===== src/rtl/debug_uart_tx_fifo.sv =====
// Debug UART transmitter with a circular transmit FIFO, a programmable baud divisor,
// 1 or 2 stop bits, sticky overflow and an end-of-frame pulse.
module debug_uart_tx_fifo #(
    parameter int DATA_BITS   = 8,
    parameter int FIFO_DEPTH  = 8,
    parameter int DIV_WIDTH   = 8,
    parameter int DEFAULT_DIV = 14
) (
    input  logic                          clk,
    input  logic                          rst,
    input  logic                          tx_wr_en,
    input  logic [DATA_BITS-1:0]          tx_wr_data,
    input  logic                          div_wr_en,
    input  logic [DIV_WIDTH-1:0]          div_wr_data,
    input  logic                          two_stop,
    input  logic                          ovf_clr,
    output logic                          uart_txd,
    output logic                          tx_busy,
    output logic                          fifo_full,
    output logic                          fifo_empty,
    output logic [$clog2(FIFO_DEPTH):0]   fifo_level,
    output logic                          overflow,
    output logic                          tx_done
);

    localparam int PTR_W = $clog2(FIFO_DEPTH);
    localparam int LVL_W = PTR_W + 1;
    localparam int BIT_W = $clog2(DATA_BITS);
    localparam logic [BIT_W-1:0] LAST_BIT   = BIT_W'(DATA_BITS - 1);
    localparam logic [LVL_W-1:0] FULL_LEVEL = LVL_W'(FIFO_DEPTH);

    typedef enum logic [1:0] {
        IDLE,
        START,
        DATA,
        STOP
    } state_t;

    logic [DATA_BITS-1:0] mem [FIFO_DEPTH];
    logic [PTR_W-1:0]     wr_ptr;
    logic [PTR_W-1:0]     rd_ptr;
    logic [LVL_W-1:0]     level_q;
    logic                 ovf_q;
    logic [DIV_WIDTH-1:0] div_q;

    state_t               state;
    state_t               state_next;
    logic [DIV_WIDTH-1:0] baud_cnt;
    logic [BIT_W-1:0]     bit_idx;
    logic                 stop_cnt;
    logic [DATA_BITS-1:0] shreg;
    logic                 two_stop_q;
    logic                 txd_q;
    logic                 done_q;

    logic                 push_ok;
    logic                 pop;
    logic                 bit_end;
    logic                 reload;
    logic                 shift;
    logic                 bit_inc;
    logic                 bit_clr;
    logic                 stop_set;
    logic                 txd_next;
    logic                 done_next;

    assign fifo_empty = (level_q == '0);
    assign fifo_full  = (level_q == FULL_LEVEL);
    assign fifo_level = level_q;
    assign overflow   = ovf_q;
    assign uart_txd   = txd_q;
    assign tx_done    = done_q;
    assign tx_busy    = (state != IDLE) || !fifo_empty;

    // Fullness is the registered value, so a push into a full FIFO drops even if a pop frees a slot.
    assign push_ok = tx_wr_en && !fifo_full;
    assign bit_end = (baud_cnt == '0);

    always_ff @(posedge clk) begin
        if (push_ok) begin
            mem[wr_ptr] <= tx_wr_data;
        end
    end

    always_ff @(posedge clk or posedge rst) begin
        if (rst) begin
            wr_ptr  <= '0;
            rd_ptr  <= '0;
            level_q <= '0;
            ovf_q   <= 1'b0;
        end else begin
            if (push_ok) begin
                wr_ptr <= wr_ptr + PTR_W'(1);
            end
            if (pop) begin
                rd_ptr <= rd_ptr + PTR_W'(1);
            end
            if (push_ok && !pop) begin
                level_q <= level_q + LVL_W'(1);
            end else if (pop && !push_ok) begin
                level_q <= level_q - LVL_W'(1);
            end
            if (tx_wr_en && fifo_full) begin
                ovf_q <= 1'b1;
            end else if (ovf_clr) begin
                ovf_q <= 1'b0;
            end
        end
    end

    always_ff @(posedge clk or posedge rst) begin
        if (rst) begin
            div_q <= DIV_WIDTH'(DEFAULT_DIV);
        end else if (div_wr_en) begin
            div_q <= (div_wr_data < DIV_WIDTH'(2)) ? DIV_WIDTH'(2) : div_wr_data;
        end
    end

    always_ff @(posedge clk or posedge rst) begin
        if (rst) begin
            state <= IDLE;
        end else begin
            state <= state_next;
        end
    end

    // Bit timing: the counter reloads only at bit boundaries, so divisor writes take effect on the next bit.
    always_ff @(posedge clk or posedge rst) begin
        if (rst) begin
            baud_cnt   <= '0;
            bit_idx    <= '0;
            stop_cnt   <= 1'b0;
            shreg      <= '0;
            two_stop_q <= 1'b0;
            txd_q      <= 1'b1;
            done_q     <= 1'b0;
        end else begin
            txd_q  <= txd_next;
            done_q <= done_next;
            if (reload) begin
                baud_cnt <= div_q - DIV_WIDTH'(1);
            end else if (!bit_end) begin
                baud_cnt <= baud_cnt - DIV_WIDTH'(1);
            end
            if (pop) begin
                shreg      <= mem[rd_ptr];
                two_stop_q <= two_stop;
                stop_cnt   <= 1'b0;
            end else begin
                if (shift) begin
                    shreg <= shreg >> 1;
                end
                if (stop_set) begin
                    stop_cnt <= 1'b1;
                end
            end
            if (bit_clr) begin
                bit_idx <= '0;
            end else if (bit_inc) begin
                bit_idx <= bit_idx + BIT_W'(1);
            end
        end
    end

    // Next-state logic also decides the line level for the following clock, keeping uart_txd registered.
    always_comb begin
        state_next = state;
        pop        = 1'b0;
        reload     = 1'b0;
        shift      = 1'b0;
        bit_inc    = 1'b0;
        bit_clr    = 1'b0;
        stop_set   = 1'b0;
        txd_next   = txd_q;
        done_next  = 1'b0;
        case (state)
            IDLE: begin
                txd_next = 1'b1;
                if (!fifo_empty) begin
                    pop        = 1'b1;
                    reload     = 1'b1;
                    txd_next   = 1'b0;
                    state_next = START;
                end
            end
            START: begin
                if (bit_end) begin
                    reload     = 1'b1;
                    shift      = 1'b1;
                    bit_clr    = 1'b1;
                    txd_next   = shreg[0];
                    state_next = DATA;
                end
            end
            DATA: begin
                if (bit_end) begin
                    reload = 1'b1;
                    if (bit_idx == LAST_BIT) begin
                        txd_next   = 1'b1;
                        state_next = STOP;
                    end else begin
                        txd_next = shreg[0];
                        shift    = 1'b1;
                        bit_inc  = 1'b1;
                    end
                end
            end
            STOP: begin
                done_next = (baud_cnt == DIV_WIDTH'(1)) && (!two_stop_q || stop_cnt);
                if (bit_end) begin
                    if (two_stop_q && !stop_cnt) begin
                        stop_set = 1'b1;
                        reload   = 1'b1;
                    end else if (!fifo_empty) begin
                        pop        = 1'b1;
                        reload     = 1'b1;
                        txd_next   = 1'b0;
                        state_next = START;
                    end else begin
                        txd_next   = 1'b1;
                        state_next = IDLE;
                    end
                end
            end
            default: begin
                txd_next   = 1'b1;
                state_next = IDLE;
            end
        endcase
    end

endmodule

===== config.mk =====
export PLATFORM = sky130hd
export DESIGN_NAME = debug_uart_tx_fifo
export DESIGN_NICKNAME = d
export VERILOG_FILES = /design/src/rtl/debug_uart_tx_fifo.sv
export SDC_FILE = /design/constraint.sdc
export NUM_CORES = 1
export LEC_CHECK = 0
export ABC_AREA = 1
export CAP_MARGIN = 5
export CORE_UTILIZATION = 49
export DETAILED_ROUTE_END_ITERATION = 8
export PLACE_DENSITY = 0.69
export REMOVE_ABC_BUFFERS = 1
export SETUP_SLACK_MARGIN = 0.1
export SKIP_CTS_REPAIR_TIMING = 1
export SLEW_MARGIN = 15
export SYNTH_ARGS = -nofsm -noshare
export SYNTH_HDL_FRONTEND = slang
export SYNTH_SLANG_ARGS = --single-unit

===== constraint.sdc =====
create_clock -name clk -period 2.9 [get_ports clk]
set_input_delay 0.58 -clock clk [delete_from_list [all_inputs] [get_ports clk]]
set_output_delay 0.58 -clock clk [all_outputs]
set_load 0.1 [all_outputs]

==> results by group, run 1 <==
Outcome
  • Status: completed

GRT
  • Initial antenna violation count: 0
  • Largest net degree at the start of global routing: 34
  • Total grt overflow: 0
  • First-pass GRT wire length: 16790 µm
  • Vias in the first global route: 3442
  • Total GRT Usage: 0.1949

Die
  • Initial core utilization: 0.5056
  • Total number of placement rows: 37
  • Area of the die: 0.01112 mm²
  • Die extent in y: 105.4 µm
  • # IOs: 32
  • Die extent in x: 105.4 µm
  • Core area: 0.01037 mm²

Timing
  • Final Skew: 12.55 ps
  • Setup TNS: 0 ps
  • Final hold slack: 420.5 ps
  • Tmin final: 2585 ps
  • Worst-margin pin slew: 508.6 ps
  • Slew headroom: 0.6609
  • Final setup violating endpoints: 0
  • Final slew viol count: 0
  • Fin crit share: 0.8914
  • RSZ-0062 raised after global routing: false
  • Worst setup margin: 315.0 ps
  • Peak Freq: 386.8 MHz
  • Final Hold Fails: 0

Worst setup path
  • WS Path Type: register to register
  • Worst Path Required: 3170 ps
  • Worst path cell trace: inv_1 > ha_2 > nand2_4 > nor2_8 > nand2_4 > nand2_8 > nand2_8 > ha_1 > inv_2 > ha_1 > a21oi_1 > nand2_1 > a21oi_1 > o21ai_0 > xnor2_1
  • R2R setup slack: 310 ps
  • Worst Setup End Kind: register
  • Worst path arrival time: 2860 ps
  • Startpoint Class: register
  • Slowest CP cell: dfrtp_1
  • Max incr delay on CP: 410 ps
  • Crit path max fanout: 15

Layout
  • # diodes: 0
  • Area grow syn2layout: 13.25%
  • Register Area: 0.003028 mm²
  • Area of the multi-input gates: 0.001983 mm²
  • Filler instances: 916
  • Nets: 601
  • Final cell count without fillers: 703
  • Layout cells sized above 1: 0.1623

Placed design
  • Final GP Congestion: 0.8297
  • Post-Place Setup Slack: 220.5 ps
  • Post-DP HPWL: 6999 µm
  • Placed cells: 686
  • Number of I/O port buffers: 31

Clocking
  • Longest Clk Path Bufs: 2
  • CTS tree: done
  • Register clock-pin slew on the reported worst setup and hold paths: 120 ps
  • CTS buffer count: 9
  • Clock Sinks: 108
  • Root buffer cell: clkbuf_8
  • Htree depth: 3
  • Worst skew pair latency: 380 ps

Drt
  • 1st-pass router iterations: 4
  • Final wirelength: 10180 µm
  • Vias/cell: 5.148
  • Iteration-0 DRC count of the detailed router: 136
  • Antenna Nets Post-Route: 0
  • Via count: 3619
  • DRC Markers: 0
  • Drt wl/cell: 14.47 µm

Synth
  • Synth top area share: 0.3666
  • Most common cell in the netlist: nand2_1
  • Synth top cells by count: 105 x nand2_1, 82 x nor2_1, 64 x edfxtp_1
  • Register area share after synthesis: 0.5776
  • Cells after Synth: 520
  • Yosys top cell by area: edfxtp_1
  • Top post-synthesis cells by area: edfxtp_1 37%, dfrtp_1 19%, nand2_1 7.5%, nor2_1 5.9%, ha_1 3.8%
  • Syn avg cell area: 10.08 µm²
  • Synth unique cells: 39
  • #FFs+latches synth: 108
  • Main synth FF type: edfxtp_1
  • Asr flop ratio synth: 0.4074
  • Synthesized area: 0.005243 mm²
  • Warnings from Yosys: 0
  • Number of synthesized flops with an enable pin: 64

Pwr
  • Worst IR Drop VDD: 0.0006491 V
  • Pwr Density: 1029 mW/mm²
  • Static Leak: 2.584 nW
  • Pwr Total: 0.006107 W

Flow run
  • Maxcap violations: 0

Min path
  • Hold/Removal Path Class: input port to async pin
==> placed cells by master, fill, tap and decap left out, types with 3 or more instances in the layout <==
master / Yosys / layout
mux2_2: 4 / 4
or2_2: 3 / 3
a21oi_1: 12 / 12
nand3_1: 32 / 32
dfstp_2: 4 / 4
xor2_1: 9 / 9
nand2_4: 4 / 4
nand2_1: 105 / 105
inv_8: 0 / 3
clkdlybuf4s50_1: 0 / 21
xnor2_1: 4 / 4
buf_4: 1 / 24
ha_1: 16 / 15
clkbuf_8: 0 / 9
inv_2: 5 / 7
inv_1: 35 / 33
o21ai_0: 37 / 37
dfrtp_1: 40 / 40
nand2_2: 4 / 4
edfxtp_1: 64 / 64
nor2_1: 82 / 82
o21ai_1: 9 / 9
nand3_2: 14 / 14
==> state kept, by name, indices dropped and copies added (netlist names), 2 cells and up <==
| register | flops |
|---|---|
| state | 2 |
| bit_idx | 3 |
| mem | 64 |
| div_q | 8 |
| shreg | 8 |
| rd_ptr | 3 |
| baud_cnt | 8 |
| fifo_level | 4 |
| wr_ptr | 3 |
==> logic make-up after synthesis <==
kind of cell,synth area share
AOI/OAI and AO/OA,0.06277
xor gates and xnor gates,0.02172
adders and majority gates,0.04200
buffers and inverters,0.04463
DFF,0.5776
muxes,0.008591
and+or+nand+nor,0.2427
==> area by class of cell <==
cell class                 count  area share
sequential                   108      0.5100
multi-input combinational    358      0.3340
timing repair buffer          45     0.06575
tap                          136     0.02866
inverter                      40     0.02529
clock buffer                   9     0.02086
clock inverter                 7     0.01538
==> final timing paths <==
path                                  start  cells past startpoint            end
worst max-delay path            baud_cnt[1]                     15  fifo_level[3]
worst min-delay path                    rst                      2       stop_cnt
worst max register to register  baud_cnt[1]                     15  fifo_level[3]
worst min register to register     div_q[1]                      2       div_q[1]
max in group asynchronous               rst                      3       div_q[1]
min in group clk                   div_q[1]                      2       div_q[1]
==> report_power, final <==
part | switching [W] | leakage, nW | internal, W
sequential | 0.000273 | 1.11 | 0.00202
clock | 0.000602 | 0.108 | 0.000360
combinational | 0.00191 | 1.36 | 0.000943
total | 0.00278 | 2.58 | 0.00332
==> metal layers <==
| metal | up-vias | global-route usage | share of wire |
|---|---|---|---|
| met4 | 0 | 0.05835 | 0.012 |
| met5 | - | 0 | 0 |
| met2 | 55 | 0.3412 | 0.51 |
| li1 | 1809 | - | - |
| met3 | 11 | 0.03092 | 0.025 |
| met1 | 1744 | 0.2488 | 0.45 |
==> through the flow <==
stage	utilization	area, µm²
after detailed placement	0.5508	5712
after floorplan	-	5159
after global routing	0.5725	5937
after CTS	0.5715	5927
final	0.5725	5937
after global placement	0.5508	5712
==> critical path, delay by kind of cell (launching register included) <==
| kind | cells | cell delay, ps |
|---|---|---|
| AO/OA/AOI/OAI | 3 | 390 |
| XOR/XNOR | 1 | 140 |
| adder cells (fa/ha/maj) | 3 | 690 |
| buffers and inverters | 2 | 220 |
| flip-flops | 1 | 410 |
| AND/OR/NAND/NOR | 6 | 640 |
No activity file was read; power rests on OpenSTA's default activity.
==> run 2: changes to the inputs <==
--- a/config.mk
+++ b/config.mk
@@ -5,11 +5,11 @@
 export SDC_FILE = /design/constraint.sdc
 export NUM_CORES = 1
 export LEC_CHECK = 0
-export ABC_AREA = 1
+export ABC_AREA = 0
 export CAP_MARGIN = 5
-export CORE_UTILIZATION = 49
+export CORE_UTILIZATION = 55
 export DETAILED_ROUTE_END_ITERATION = 8
-export PLACE_DENSITY = 0.69
+export PLACE_DENSITY = 0.76
 export REMOVE_ABC_BUFFERS = 1
 export SETUP_SLACK_MARGIN = 0.1
 export SKIP_CTS_REPAIR_TIMING = 1
==> results by group, run 2 <==
Outcome
  • Status: completed

Synth
  • Top post-synthesis cells by area: edfxtp_1 39%, dfrtp_1 20%, mux4_2 7.3%, mux2i_1 4.3%, ha_1 4.1%
  • Synth unique cells: 55
  • Synth top area share: 0.3916
  • Synthesized area: 0.004907 mm²
  • Number of synthesized flops with an enable pin: 64
  • Register area share after synthesis: 0.6170
  • Synth top cells by count: 64 x edfxtp_1, 40 x dfrtp_1, 24 x nand2_1
  • Cells after Synth: 332
  • Warnings from Yosys: 0
  • Main synth FF type: edfxtp_1
  • Asr flop ratio synth: 0.4074
  • Most common cell in the netlist: edfxtp_1
  • Yosys top cell by area: edfxtp_1
  • Syn avg cell area: 14.78 µm²
  • #FFs+latches synth: 108

Timing
  • Final slew viol count: 0
  • Tmin final: 2631 ps
  • Slew headroom: 0.4804
  • Final Skew: 6.272 ps
  • Setup TNS: 0 ps
  • Final setup violating endpoints: 0
  • Final Hold Fails: 0
  • Final hold slack: 380.3 ps
  • RSZ-0062 raised after global routing: false
  • Peak Freq: 380.1 MHz
  • Worst-margin pin slew: 779.3 ps
  • Fin crit share: 0.9073

Worst setup path
  • Crit path max fanout: 4
  • Startpoint Class: register
  • WS Path Type: register to register
  • Worst Setup End Kind: register
  • Worst path arrival time: 2930 ps
  • Worst Path Required: 3200 ps

Die
  • Die extent in x: 96.46 µm
  • Initial core utilization: 0.5655
  • Die extent in y: 96.46 µm
  • Area of the die: 0.009304 mm²
  • # IOs: 32
  • Core area: 0.008678 mm²
  • Total number of placement rows: 34

Placed design
  • Number of I/O port buffers: 31
  • Dpl cell area: 0.005410 mm²
  • Post-DP HPWL: 6150 µm
  • Final GP Congestion: 0.8499

Clocking
  • Clock Sinks: 108
  • CTS buffer count: 9
  • Root buffer cell: clkbuf_8
  • Register clock-pin slew on the reported worst setup and hold paths: 100 ps
  • Longest Clk Path Bufs: 2
  • Worst skew pair latency: 370 ps
  • CTS tree: done
  • Htree depth: 3

Pwr
  • Pwr Density: 1001 mW/mm²
  • Pwr Total: 0.005690 W
  • Worst IR Drop VDD: 0.0003964 V
  • Static Leak: 2.164 nW

Layout
  • Layout cells sized above 1: 0.2423
  • Max FFs per register: 64
  • Commonest non-fill, non-tap cells in the layout: 64 x edfxtp_1, 40 x dfrtp_1, 33 x buf_4
  • Area grow syn2layout: 15.83%
  • Most flop-heavy register: mem
  • Design Area, Final: 0.005684 mm²
  • Final core occ: 0.6550
  • Filler instances: 629
  • Most common cell after layout, fill and taps aside: edfxtp_1
  • Nets: 427
  • # diodes: 0

GRT
  • Total grt overflow: 0
  • Total GRT Usage: 0.2083
  • Vias in the first global route: 2861
  • First-pass GRT wire length: 14030 µm
  • Largest net degree at the start of global routing: 22
  • Initial antenna violation count: 0

Drt
  • DRC Markers: 0
  • Drt wl/cell: 17.61 µm
  • 1st-pass router iterations: 5
  • Final wirelength: 8804 µm
  • Vias/cell: 5.762
  • Antenna Nets Post-Route: 0
  • Iteration-0 DRC count of the detailed router: 125
  • Via count: 2881

Flow run
  • Maxcap violations: 0

Min path
  • Hold/Removal Path Class: input port to async pin
==> run 2: critical path: stages (launching register included) <==
cell	delay, ps
dfrtp_1	430
inv_2	90
ha_2	190
nor3b_4	210
a41oi_2	180
or2_1	270
ha_2	190
inv_2	80
ha_1	230
a21o_1	180
a21oi_2	130
mux2i_1	240
xnor2_1	140
==> run 2: area by class of cell <==
type,count,area [µm²],share of cell area
clock buffers,9,123.9,0.02179
clock inverters,6,55.05,0.009685
inverters,20,75.07,0.01321
multi-input cells,194,1789,0.3148
flip-flops and latches,108,3028,0.5327
well taps,108,135.1,0.02377
repair buffers,55,478.0,0.08409
==> run 2: worst paths after layout <==
check,start,endpoint,slack (ps),cells after the start
max in group asynchronous,rst,uart_txd,2010,3
worst max-delay path,baud_cnt[0],fifo_level[3],270,12
worst min-delay path,rst,shreg[3],380,2
worst min register to register,shreg[6],shreg[5],510,2
worst max register to register,baud_cnt[0],fifo_level[3],270,12
min in group clk,shreg[6],shreg[5],510,2
==> run 2: logic make-up (layout without fill, tap and decap cells) <==
| kind of cell | count (synthesis) | after routing | share of synthesized area |
|---|---|---|---|
| buf+inv | 30 | 90 | 0.02550 |
| compound gates | 41 | 41 | 0.06324 |
| flops | 108 | 108 | 0.6170 |
| simple gates | 73 | 73 | 0.08159 |
| mux | 47 | 47 | 0.1392 |
| xor+xnor | 16 | 16 | 0.02856 |
| fa+ha+maj | 17 | 17 | 0.04487 |
==> run 2: routing by layer <==
layer / GRT usage / vias up / share of wire
li1: - / 1366 / -
met1: 0.2565 / 1462 / 0.41
met2: 0.3727 / 45 / 0.54
met3: 0.04695 / 8 / 0.035
met4: 0.05147 / 0 / 0.0072
met5: 0 / - / 0
==> run 2: where the power goes <==
group	total (W)	switching [W]	internal (W)	leakage [nW]
logic	0.00248	0.00136	0.00112	0.976
clock network	0.000839	0.000515	0.000324	0.0922
registers	0.00238	0.000364	0.00201	1.10
==> run 2: metrics by stage <==
step           setup WS (ps)  cells
2_1_floorplan          -3226    322
6_report               269.0    500
5_1_grt                98.72    500
3_3_place_gp           220.6    477
4_1_cts                27.54    492
3_5_place_dp           48.39    477
